===== config.mk =====
export PLATFORM = sky130hd
export DESIGN_NAME = neuron_accum
export DESIGN_NICKNAME = d
export VERILOG_FILES = /design/src/rtl/neuron_accum.sv
export SDC_FILE = /design/constraint.sdc
export NUM_CORES = 1
export LEC_CHECK = 0
export ABC_AREA = 1
export BUFFER_PORTS_ARGS = -buffer_cell sky130_fd_sc_hd__clkbuf_2
export CORE_UTILIZATION = 40
export DETAILED_ROUTE_END_ITERATION = 7
export SLEW_MARGIN = 5
export SYNTH_ARGS = -nofsm -noshare
export SYNTH_HDL_FRONTEND = slang
export SYNTH_SLANG_ARGS = --single-unit

===== constraint.sdc =====
create_clock -name clk -period 4.8 [get_ports clk]
set_input_delay 0.96 -clock clk [delete_from_list [all_inputs] [get_ports clk]]
set_output_delay 0.96 -clock clk [all_outputs]
set_load 0.05 [all_outputs]

===== src/rtl/neuron_accum.sv =====
// Neuron MAC stage: Q8.8 pairs onto a bias, saturated to 16 bits.
// Optional ReLU clamp on the result when NEURON_RELU_EN is defined.
module neuron_accum #(
  parameter int N_IN  = 8,
  parameter int ACC_W = 40
) (
  input  logic        clk,
  input  logic        rst,
  input  logic        start_i,
  input  logic [15:0] bias_i,
  input  logic        in_valid_i,
  output logic        in_ready_o,
  input  logic [15:0] in_x_i,
  input  logic [15:0] in_w_i,
  output logic [15:0] out_val_o,
  output logic        out_load_o,
  output logic        busy_o
);

  localparam int CNT_W = $clog2(N_IN + 1);

  typedef enum logic [1:0] {
    S_IDLE,
    S_ACCUM,
    S_SAT,
    S_DONE
  } state_e;

  state_e state_q, state_d;

  logic signed [ACC_W-1:0] acc_q, acc_d;
  logic [CNT_W-1:0]        cnt_q, cnt_d;
  logic [15:0]             val_q, val_d;

  logic signed [31:0]      prod;
  logic signed [ACC_W-1:0] prod_ext;
  logic signed [ACC_W-1:0] bias_ext;
  logic signed [ACC_W-1:0] r;
  logic                    pos_ovf;
  logic                    neg_ovf;
  logic [15:0]             sat;
  logic [15:0]             res;
  logic                    accept;
  logic                    last;

  assign prod     = $signed(in_x_i) * $signed(in_w_i);
  assign prod_ext = {{(ACC_W-32){prod[31]}}, prod};
  assign bias_ext = {{(ACC_W-24){bias_i[15]}}, bias_i, 8'h00};

  // Q16.16 -> Q8.8 by arithmetic shift, i.e. floor rounding
  assign r       = acc_q >>> 8;
  assign pos_ovf = !r[ACC_W-1] && (|r[ACC_W-2:15]);
  assign neg_ovf = r[ACC_W-1] && !(&r[ACC_W-2:15]);

  always_comb begin
    sat = r[15:0];
    if (pos_ovf) begin
      sat = 16'h7FFF;
    end else if (neg_ovf) begin
      sat = 16'h8000;
    end
  end

`ifdef NEURON_RELU_EN
  assign res = sat[15] ? 16'h0000 : sat;
`else
  assign res = sat;
`endif

  assign accept = (state_q == S_ACCUM) && in_valid_i;
  assign last   = (cnt_q == CNT_W'(N_IN - 1));

  always_comb begin
    state_d = state_q;
    acc_d   = acc_q;
    cnt_d   = cnt_q;
    val_d   = val_q;
    unique case (state_q)
      S_IDLE: begin
        if (start_i) begin
          acc_d   = bias_ext;
          cnt_d   = '0;
          state_d = S_ACCUM;
        end
      end
      S_ACCUM: begin
        if (accept) begin
          acc_d = acc_q + prod_ext;
          cnt_d = cnt_q + 1'b1;
          if (last) begin
            state_d = S_SAT;
          end
        end
      end
      S_SAT: begin
        val_d   = res;
        state_d = S_DONE;
      end
      S_DONE: begin
        state_d = S_IDLE;
      end
      default: begin
        state_d = S_IDLE;
      end
    endcase
  end

  always_ff @(posedge clk or posedge rst) begin
    if (rst) begin
      state_q <= S_IDLE;
      acc_q   <= '0;
      cnt_q   <= '0;
      val_q   <= '0;
    end else begin
      state_q <= state_d;
      acc_q   <= acc_d;
      cnt_q   <= cnt_d;
      val_q   <= val_d;
    end
  end

  assign in_ready_o = (state_q == S_ACCUM);
  assign out_load_o = (state_q == S_DONE);
  assign busy_o     = (state_q != S_IDLE);
  assign out_val_o  = val_q;

endmodule


==> results.cfg, run 1 <==
[sta]
whs_ps = 480.0
rsz0062_at_grt = yes
fmax_mhz = 173.2
slew_headroom = 0.2827
finalWorstSetupSlack_ps = -975.2
period_share = 1.203
hold_violations = 0
drv_slew = 0
tightest_slew_ps = 1076
setup_violations = 33
fin_skew_ps = 5.988
period_needed_ps = 5775

[clock_network]
cts_tree = built
cts_max_level = 3
clock-root-buffer = clkbuf_16
cts_hold_buf = 0
numCtsBuffers = 9
clkSinkCount = 62
clock_path_buffers = 2
clkTransAtPathRegs_ps = 60
clock_latency_ps = 360

[floorplan]
start_util = 0.4056
core_area_sq_um = 40920
io_pins = 71
rows = 74
die_h_um = 205.7
dieArea_sq_um = 42320
fp.dieW_um = 205.7

[synth]
synth_area_leaders = fa_1 40%, inv_1 15%, nand2_1 14%
ys_seq_elements = 62
synth.distinct_cells = 43
synth_largest_area_cell = fa_1
synth-async-reset-ratio = 1.000
yosysSeqAreaShare = 0.09346
synthCells = 2202
avgSynthCellArea_sq_um = 7.539
synth_edf_count = 0
ys_warn_count = 0
synthesis.area_sq_um = 16600
synth_top_area_share = 0.3979
synth_ff_type = dfrtp_1
syn-num-nets = 2705

[grt]
use_met3 = 0.02328
grt_busiest_layer = met2
grt.total_usage = 0.2450
use_met1 = 0.3293
overflow = 0
met2_usage = 0.4158
grt_max_degree = 49
first_global_vias = 15560
grt_pass1_wl_um = 80140
antenna_found_initial = 0

[detailed_routing]
via_per_inst = 4.780
ant_nets = 0
dr.pass1.iters = 5
drtIter0Drc = 821
drc_errors = 0
vias = 14240
wl_um = 48640
wl_per_cell_um = 16.33

[setup_path]
crit_fanout = 4
required_ps = 5090
crit_chain = clkbuf_16 -> buf_12 -> buf_8 -> nand2_4 -> fa_1 -> inv_1 -> fa_1 -> fa_1 -> fa_2 -> fa_1 -> inv_2 -> fa_1 -> inv_2 -> ha_4 -> nand2_2 -> nor2_4 -> inv_2 -> nor2_2 -> inv_1 -> nor2_1 -> nand3_2 -> nand4_1 -> nand3_2 -> a21boi_2
crit_top_cell = fa_1
worstSetupStartpointType = primary input
cp_num_buf_inv = 8
slowest_delay_ps = 610
path_class = primary input to flip-flop
cp_slowest_cell = fa_1
arrival_ps = 6060
endpoint_kind = flip-flop
crit_family = adder cells

[layout]
diodes = 0
nNetsFinal = 2945
drive_gt1_frac = 0.3126
fillers = 3792
area_delta_synth_final_pct = 33.74

[job]
cap_violations = 0

[status]
violations = negative setup slack
status = finished with violations

[placed_design]
routabilityCongestion = 0.9167
place_hpwl_um = 40480
port_buffers = 70

[hold_path]
hp-class = flip-flop to flip-flop
cell usage after synthesis, types with 19 or more instances:
library cell,count
nand4_1,22
nand2_1,603
nand3_1,68
clkbuf_1,65
nor2_1,83
a21oi_1,45
dfrtp_1,62
inv_1,678
o21ai_0,19
fa_1,330
ha_1,121
logic make-up after synthesis:
kind of cell,share of synthesized area
compound gates,0.03904
mux,0.0006030
fa+ha+maj,0.4891
simple gates,0.1962
flops,0.09346
buf+inv,0.1747
xor+xnor,0.006859
timing repair:
item | 4_1_cts | 5_1_grt
cloned | 2 | 3
endpoints found under the setup margin | 33 | 34
buffers inserted | 30 | 30
pin swaps | 178 | 114
resized for setup | 290 | 217
per-layer routing:
layer / share of wire / vias to the layer above
met3: 0.041 / 69
met5: 0 / -
met4: 0.026 / 0
met2: 0.50 / 314
met1: 0.44 / 7112
li1: - / 6746
worst reg2reg max path: cells and delay by family, from the launching register on:
kind / cells / cell delay [ps]
adders and majority gates: 6 / 2750
AOI/OAI and AO/OA: 2 / 280
and+or+nand+nor: 6 / 530
buffers and inverters: 6 / 560
DFF: 1 / 360
flip-flops by register name, indices dropped and copies added, names as in the netlist:
signal / cells
acc_q: 40
out_val_o: 16
state_q: 2
cnt_q: 4
worst paths after layout:
kind	startpoint	endpoint	slack, ps	cells past startpoint
min reg2reg	out_val_o[0]$_DFFE_PP0P_	out_val_o[0]$_DFFE_PP0P_	480	2
min in group asynchronous	rst	acc_q[7]$_DFFE_PP0P_	820	2
min	out_val_o[0]$_DFFE_PP0P_	out_val_o[0]$_DFFE_PP0P_	480	2
max	in_w_i[7]	acc_q[37]$_DFFE_PP0P_	-980	24
max in group asynchronous	rst	acc_q[15]$_DFFE_PP0P_	3090	3
max reg2reg	acc_q[15]$_DFFE_PP0P_	acc_q[16]$_DFFE_PP0P_	200	20
per-stage QoR:
step,instances,setup slack (ps),util,setup TNS [ps],instance area [sq um]
CTS,2948,-951.2,0.5190,-25560,21240
detailed placement,2901,-1675,0.4772,-45700,19530
floorplan,2202,-1022,-,-24890,17950
global placement,2901,-1551,0.4772,-44640,19530
finish,2979,-975.2,0.5425,-26520,22200
global route,2979,-1173,0.5425,-32610,22200
area by class of cell:
| cell class | count | area, sq um | share of cell area |
|---|---|---|---|
| Sequential cell | 62 | 1551 | 0.06988 |
| Tap cell | 532 | 665.6 | 0.02998 |
| Clock inverter | 7 | 81.33 | 0.003663 |
| Clock buffer | 9 | 225.2 | 0.01014 |
| Timing Repair Buffer | 305 | 2838 | 0.1278 |
| Multi-Input combinational cell | 1376 | 14220 | 0.6407 |
| Inverter | 688 | 2615 | 0.1178 |
layout by cell type (no fill, tap or decap), types with 5 or more instances in the layout:
master and count:
nand3b_1 7, inv_1 589, nand3_1 45, a21oi_1 15, nand2_2 77, ha_4 35
clkbuf_8 5, xnor2_2 7, buf_6 43, clkbuf_2 42, fa_1 302, clkbuf_16 18
o21ai_1 14, nand4_1 22, o21ai_0 7, buf_12 16, inv_2 88, nor2_2 12
buf_4 173, a21oi_2 21, o22ai_1 5, nand3_2 18, nand2_1 458, a21oi_4 9
buf_8 11, nor2_1 42, inv_4 8, fa_2 28, dfrtp_1 62, nand2_4 70
ha_1 82, nor2_4 31, nand3_4 8
Power of run 1 is not shown: default switching activity piles up to over one toggle a cycle in this logic, so the estimate is an artifact.
==> run 2: changes to the inputs <==
- SKIP_CTS_REPAIR_TIMING: default -> 1
==> results.cfg, run 2 (synthesized netlist as in run 1, its figures left out) <==
[status]
status = finished with violations
violations = negative setup slack

[layout]
seq_area_sq_um = 1551
multi_input_area_sq_um = 14130
drive_gt1_frac = 0.2981
nNetsFinal = 2920
largest_reg_flops = 40
top_register = acc_q
fin_cells = 2954
final_common_cell = inv_1
fillers = 3840
utilization = 0.5314
layout_common_cells = 600 x inv_1, 467 x nand2_1, 300 x fa_1
diodes = 0
area_delta_synth_final_pct = 30.99

[detailed_routing]
via_per_inst = 4.769
dr.pass1.iters = 5
ant_nets = 0
wl_um = 47940
drc_errors = 0
drtIter0Drc = 730
wl_per_cell_um = 16.23
vias = 14090

[sta]
rsz0062_at_grt = yes
hold_violations = 0
period_share = 1.219
period_needed_ps = 5853
setup_violations = 32
fin_skew_ps = 5.596
fmax_mhz = 170.9
tightest_slew_ps = 1111
finalWorstSetupSlack_ps = -1053
slew_headroom = 0.2594
drv_slew = 0
setup-tns-final_ps = -25620

[clock_network]
clock_latency_ps = 370
clock_path_buffers = 2
clock-root-buffer = clkbuf_16
numCtsBuffers = 9
clkSinkCount = 62
cts_max_level = 3
cts_tree = built
clkTransAtPathRegs_ps = 60

[setup_path]
slowest_delay_ps = 620
required_ps = 5010
r2r_slack_ps = 180
crit_fanout = 8
reg2reg_to = acc_q[38]$_DFFE_PP0P_
crit_top_cell = fa_1
endpoint_kind = flip-flop
r2r_cells = 21
cp_slowest_cell = fa_1
worstSetupStartpointType = primary input
path_class = primary input to flip-flop
timing.rr.start = acc_q[15]$_DFFE_PP0P_
arrival_ps = 6060

[placed_design]
place_hpwl_um = 40480
dp_cells = 2901
port_buffers = 70
routabilityCongestion = 0.9167

[grt]
first_global_vias = 15120
grt_max_degree = 49
antenna_found_initial = 0
overflow = 0
grt_pass1_wl_um = 77690
grt.total_usage = 0.2373

[hold_path]
hold_end = out_val_o[0]$_DFFE_PP0P_
hp-class = flip-flop to flip-flop
holdPathStages = 2
hold_start = out_val_o[0]$_DFFE_PP0P_

[floorplan]
fp.dieW_um = 205.7
io_pins = 71
start_util = 0.4056
core_area_sq_um = 40920
dieArea_sq_um = 42320
die_h_um = 205.7
rows = 74

[job]
cap_violations = 0
## run 2: cell count changes in the layout (fill, tap and decap cells not counted), moves of 4 or more
cell       delta
inv_2         -8
clkbuf_16     -5
inv_4         -4
nand2_1       +9
nor2_1        -5
clkbuf_8      -5
buf_4         -6
buf_8         -5
inv_1        +11
nand2_4      -14
## run 2: critical path: cells and delay by family
kind | cells | cell delay [ps]
adders and majority gates | 7 | 3480
AOI/OAI and AO/OA | 1 | 60
and+or+nand+nor | 9 | 870
buffers and inverters | 8 | 670
## run 2: how the worst max path moves through the flow
stage	depth (start not counted)	startpoint	endpoint
floorplan	24	in_w_i[6]	acc_q[39]$_DFFE_PP0P_
finish	25	in_x_i[15]	acc_q[38]$_DFFE_PP0P_
CTS	23	in_x_i[15]	acc_q[36]$_DFFE_PP0P_
detailed placement	23	in_x_i[15]	acc_q[36]$_DFFE_PP0P_
global placement	24	in_x_i[15]	acc_q[37]$_DFFE_PP0P_
global route	27	in_x_i[15]	acc_q[36]$_DFFE_PP0P_
## run 2: final cells by class
| class | count | area share |
|---|---|---|
| Clock buffer | 9 | 0.01036 |
| Clock inverter | 7 | 0.003740 |
| Inverter | 688 | 0.1200 |
| Multi-Input combinational cell | 1376 | 0.6499 |
| Sequential cell | 62 | 0.07135 |
| Tap cell | 532 | 0.03061 |
| Timing Repair Buffer | 280 | 0.1140 |
## run 2: metrics by stage
step | cell area [sq um] | hold slack [ps] | setup WS [ps]
final | 21750 | 483.0 | -1053
after global routing | 21750 | 503.4 | -1203
after CTS | 19830 | 483.9 | -1311
after detailed placement | 19530 | 466.2 | -1675
after global placement | 19530 | 463.8 | -1551
after floorplan | 17950 | 448.3 | -1022
## run 2: layer usage
metal	global-route usage	vias to the layer above	wire length [um]
li1	-	6687	-
met1	0.3217	7026	21290
met2	0.3971	300	23360
met3	0.02534	74	2065
met4	0.07354	0	1224
met5	0	-	0
Power of run 2 is left out for the same reason.
